<file path="config.mk">
export PLATFORM = sky130hd
export DESIGN_NAME = hazard_unit
export DESIGN_NICKNAME = d
export VERILOG_FILES = /design/src/rtl/hazard_unit.sv
export SDC_FILE = /design/constraint.sdc
export NUM_CORES = 1
export LEC_CHECK = 0
export BUFFER_PORTS_ARGS = -buffer_cell sky130_fd_sc_hd__buf_2
export CORE_AREA = 2 2 41 43
export CTS_CLUSTER_SIZE = 14
export DETAILED_ROUTE_END_ITERATION = 7
export DIE_AREA = 0 0 43 45
export HOLD_SLACK_MARGIN = 0.12
export PLACE_DENSITY = 0.75
export REMOVE_ABC_BUFFERS = 1
export SYNTH_ARGS = -nofsm -noshare
export SYNTH_HDL_FRONTEND = slang
export SYNTH_SLANG_ARGS = --single-unit
</file>
<file path="constraint.sdc">
create_clock -name clk -period 1.7 [get_ports clk]
set_input_delay 0.17 -clock clk [delete_from_list [all_inputs] [get_ports clk]]
set_output_delay 0.17 -clock clk [all_outputs]
set_load 0.03 [all_outputs]
</file>
<file path="src/rtl/hazard_unit.sv">
// Pipeline hazard controller: load-use stall, taken-branch flush and EX operand forwarding.
// Optional HAZARD_PERF_EN macro adds saturating stall/flush performance counters.
module hazard_unit #(
  parameter int STALL_CYCLES = 1,
  parameter int CNT_W        = 32
) (
  input  logic       clk,
  input  logic       rst_n,
  input  logic [4:0] id_rs,
  input  logic [4:0] id_rt,
  input  logic       id_uses_rt,
  input  logic [4:0] ex_rs,
  input  logic [4:0] ex_rt,
  input  logic [4:0] ex_AW,
  input  logic       ex_regwrite,
  input  logic       ex_memtoreg,
  input  logic       ex_pcsrc,
  input  logic [4:0] mem_AW,
  input  logic       mem_regwrite,
  input  logic [4:0] wb_AW,
  input  logic       wb_regwrite,
  output logic       pc_en,
  output logic       ifid_en,
  output logic       ifid_flush,
  output logic       idex_bubble,
  output logic [1:0] fwd_a,
  output logic [1:0] fwd_b
`ifdef HAZARD_PERF_EN
  ,
  output logic [CNT_W-1:0] stall_cnt,
  output logic [CNT_W-1:0] flush_cnt
`endif
);

  // state | meaning
  // IDLE  | normal flow, watching for load-use and taken branches
  // STALL | extra load-use stall cycles (STALL_CYCLES > 1 only)
  // FLUSH | EX holds a bubble after a taken branch; hazards ignored
  typedef enum logic [1:0] {IDLE, STALL, FLUSH} state_t;

  localparam logic [2:0] CNT_LOAD = 3'(STALL_CYCLES - 1);

  state_t     state, state_nxt;
  logic [2:0] cnt, cnt_nxt;
  logic       lu_hit;

  assign lu_hit = ex_memtoreg & ex_regwrite & (ex_AW != 5'd0) &
                  ((ex_AW == id_rs) | (id_uses_rt & (ex_AW == id_rt)));

  always_ff @(posedge clk or negedge rst_n) begin
    if (!rst_n) begin
      state <= IDLE;
      cnt   <= 3'd0;
    end else begin
      state <= state_nxt;
      cnt   <= cnt_nxt;
    end
  end

  always_comb begin
    state_nxt   = state;
    cnt_nxt     = cnt;
    pc_en       = 1'b1;
    ifid_en     = 1'b1;
    ifid_flush  = 1'b0;
    idex_bubble = 1'b0;
    case (state)
      IDLE: begin
        if (ex_pcsrc) begin
          ifid_flush  = 1'b1;
          idex_bubble = 1'b1;
          state_nxt   = FLUSH;
        end else if (lu_hit) begin
          pc_en       = 1'b0;
          ifid_en     = 1'b0;
          idex_bubble = 1'b1;
          if (STALL_CYCLES > 1) begin
            cnt_nxt   = CNT_LOAD;
            state_nxt = STALL;
          end
        end
      end
      STALL: begin
        // a taken branch makes the stalled instruction dead, so flush wins
        if (ex_pcsrc) begin
          ifid_flush  = 1'b1;
          idex_bubble = 1'b1;
          cnt_nxt     = 3'd0;
          state_nxt   = FLUSH;
        end else begin
          pc_en       = 1'b0;
          ifid_en     = 1'b0;
          idex_bubble = 1'b1;
          cnt_nxt     = cnt - 3'd1;
          if (cnt <= 3'd1) state_nxt = IDLE;
        end
      end
      FLUSH:   state_nxt = IDLE;
      default: state_nxt = IDLE;
    endcase
    if (!rst_n) begin
      pc_en       = 1'b0;
      ifid_en     = 1'b0;
      ifid_flush  = 1'b0;
      idex_bubble = 1'b1;
    end
  end

  always_comb begin
    fwd_a = 2'b00;
    fwd_b = 2'b00;
    if (mem_regwrite && mem_AW != 5'd0 && mem_AW == ex_rs)    fwd_a = 2'b10;
    else if (wb_regwrite && wb_AW != 5'd0 && wb_AW == ex_rs)  fwd_a = 2'b01;
    if (mem_regwrite && mem_AW != 5'd0 && mem_AW == ex_rt)    fwd_b = 2'b10;
    else if (wb_regwrite && wb_AW != 5'd0 && wb_AW == ex_rt)  fwd_b = 2'b01;
    if (!rst_n) begin
      fwd_a = 2'b00;
      fwd_b = 2'b00;
    end
  end

`ifdef HAZARD_PERF_EN
  always_ff @(posedge clk or negedge rst_n) begin
    if (!rst_n) begin
      stall_cnt <= '0;
      flush_cnt <= '0;
    end else begin
      if (!pc_en && stall_cnt != {CNT_W{1'b1}})  stall_cnt <= stall_cnt + CNT_W'(1);
      if (ifid_flush && flush_cnt != {CNT_W{1'b1}}) flush_cnt <= flush_cnt + CNT_W'(1);
    end
  end
`endif

endmodule

</file>
==> key figures <==
Routing
  – Iter 0 DRT Violations: 1
  – Vias: 616
  – Via density: 4.89
  – Routed wire length: roughly 1400 um
  – Initial DRT Pass Iterations: 3
  – Post-route ant nets: 0
  – DRC: 0
  – Routed wire length per instance: 11.2 um

Timing
  – Setup Viol. Count Final: 0
  – Worst-margin pin slew: 333 ps
  – Tmin final: between 1500 and 2000 ps
  – Worst Clk Skew: 0 ps
  – RSZ-0062 raised after global routing: false
  – Fmax: 622 MHz
  – Slew Limit Fails: 0
  – Slew headroom: between 70% and 80%
  – Hold WS: 439 ps
  – Final Hold Viols: 0
  – Final period util: between 90% and 100%

Synth
  – Unique masters post-synth: 20
  – Synth Area per Inst: 7.88 sq um
  – Sequential share of the synthesized area: 5.29%
  – Most common cell in the netlist: xor2_1
  – Top FF cell, synth: dfrtp_1
  – Post-synth EDFFs: 0
  – Mapped Cells: 60
  – Synth async-reset ratio: 100%
  – Synth Warn #: 0
  – Synthesized area: 473 sq um
  – Top cell type by total area after synthesis: xor2_1
  – Commonest cells in the netlist: xor2_1 (19), xnor2_1 (11), nor3_1 (5)
  – Main area contributors after synthesis: xor2_1 (35%), xnor2_1 (20%), dfrtp_1 (5.3%), nor3_1 (5.3%), nand3_1 (4.2%)
  – #FFs+latches synth: 1
  – Synth top area share: a little over a third

Global route
  – Grt total ovfl: 0
  – Initial antenna violation count: 0
  – Number of global-route vias before repair: 600
  – Tot GR Track Use: 15.0%
  – Largest net degree at the start of global routing: 8
  – First-pass GRT wire length: 2300 um

Place
  – HPWL Detailed: ~1300 um
  – Routability congestion estimate: 0.788
  – Port bufs: 50

Finish
  – Fillers: roughly 140
  – Area delta synth->final: 58.2%
  – Top Registers: state (1)
  – Biggest register: state
  – N_diodes: 0
  – # nets final: 155
  – Max FFs per register: 1
  – Share of cells above drive strength 1: 48.2%

Floorplan
  – Rows: 14
  – Die area: 1940 sq um
  – Die width: 43 um
  – Core area: 1470 sq um
  – IO Pins: 51
  – DIE HEIGHT: 45 um
  – Initial core utilization: 32.1%

Power
  – Peak VDD IR: roughly 0.00014 V
  – Total power: 204 uW
  – Static Leakage: 0.000363 uW
  – Pwr Density: 273 nW/um^2

Worst setup path
  – Crit path launch type: input port
  – CP Class: in2out
  – Arrival @ worst endpoint: around 1400 ps
  – CP required: 1530 ps
  – CP max FO: 3
  – Setup crit end kind: primary output

Job
  – Max-Cap Viols: 0

Worst hold path
  – Hold Crit Class: reg2reg

Run status
  – Status: complete, no violations

Clocking
  – Clk slew on worst S/H paths: 0 ps
  – Insertion delay to the later sink of the worst-skew pair: 0 ps
stage by stage:
stage / instance area, sq um / utilization [%] / setup TNS (ps) / worst slack, ps / instances
final: 748 / 50.9 / 0 / 91.3 / 126
after global routing: 748 / 50.9 / 0 / 10.3 / 126
after CTS: 746 / 50.7 / 0 / 80.1 / 126
after detailed placement: 736 / 50.0 / 0 / 80.1 / 125
after global placement: 736 / 50.0 / 0 / 118 / 125
after floorplan: 465 / - / -129 / -64.4 / 59
routing by layer:
layer  vias up  share of wire [%]  GRT usage (%)
li1        311                  -              -
met5         -                  0              0
met3         2                 11          0.800
met1       260                 35           15.0
met4         0                1.6           2.42
met2        43                 52           33.6
final cells by class:
| class | count | area [sq um] | area share [%] |
|---|---|---|---|
| inverters | 1 | 3.75 | 0.502 |
| multi-input cells | 57 | 437 | 58.4 |
| flip-flops and latches | 1 | 25.0 | 3.34 |
| well taps | 16 | 20.0 | 2.68 |
| repair buffers | 51 | 263 | 35.1 |
placed cells by master, fill, tap and decap left out:
| cell type | n |
|---|---|
| dlygate4sd3_1 | 1 |
| o211ai_1 | 1 |
| or4_4 | 1 |
| dfrtp_1 | 1 |
| or4_1 | 2 |
| and2_1 | 2 |
| nor2b_1 | 2 |
| xor2_1 | 19 |
| nor3_1 | 5 |
| and2_2 | 1 |
| inv_1 | 1 |
| buf_4 | 1 |
| xnor2_1 | 11 |
| o2111ai_1 | 1 |
| a32oi_1 | 1 |
| o31a_1 | 1 |
| o21ai_2 | 1 |
| buf_2 | 49 |
| o21ai_0 | 1 |
| nand3_1 | 4 |
| nor4_1 | 3 |
| nor2_1 | 1 |
path summary, 6_finish.rpt:
check,start,end,slack (ps),depth (start not counted)
max,mem_AW[1],fwd_b[0],90,6
min,state[1],state[1],440,1
max reg2reg,state[1],state[1],1080,1
min reg2reg,state[1],state[1],440,1
max in group asynchronous,rst_n,state[1],1060,2
min in group asynchronous,rst_n,state[1],520,2
report_power, final:
| part | switching (uW) | internal (uW) |
|---|---|---|
| registers | 0.725 | 25.9 |
| clock network | 0 | 0 |
| logic | 90.2 | 87.7 |
| total | 90.9 | 114 |
logic make-up (layout without fill, tap and decap cells):
family | after synthesis | after routing | synth area share, %
and+or+nand+nor | 21 | 21 | 26.7
DFF | 1 | 1 | 5.29
AOI/OAI and AO/OA | 6 | 6 | 10.1
xor gates and xnor gates | 30 | 30 | 55.6
buffers and inverters | 2 | 52 | 2.38
critical path, stage by stage:
cell     delay, ps
buf_2          120
or4_4          530
o21ai_2        140
nor4_1          80
nor3_1         170
buf_2          220
what timing repair did:
action / CTS / global route
endpoints found under the setup margin: 0 / 1
resized for setup: 0 / 1
setup buffers: 0 / 0
hold buffers: 1 / 0
hold endpoints to repair: 1 / 0
Power figures use the tool's default switching activity.
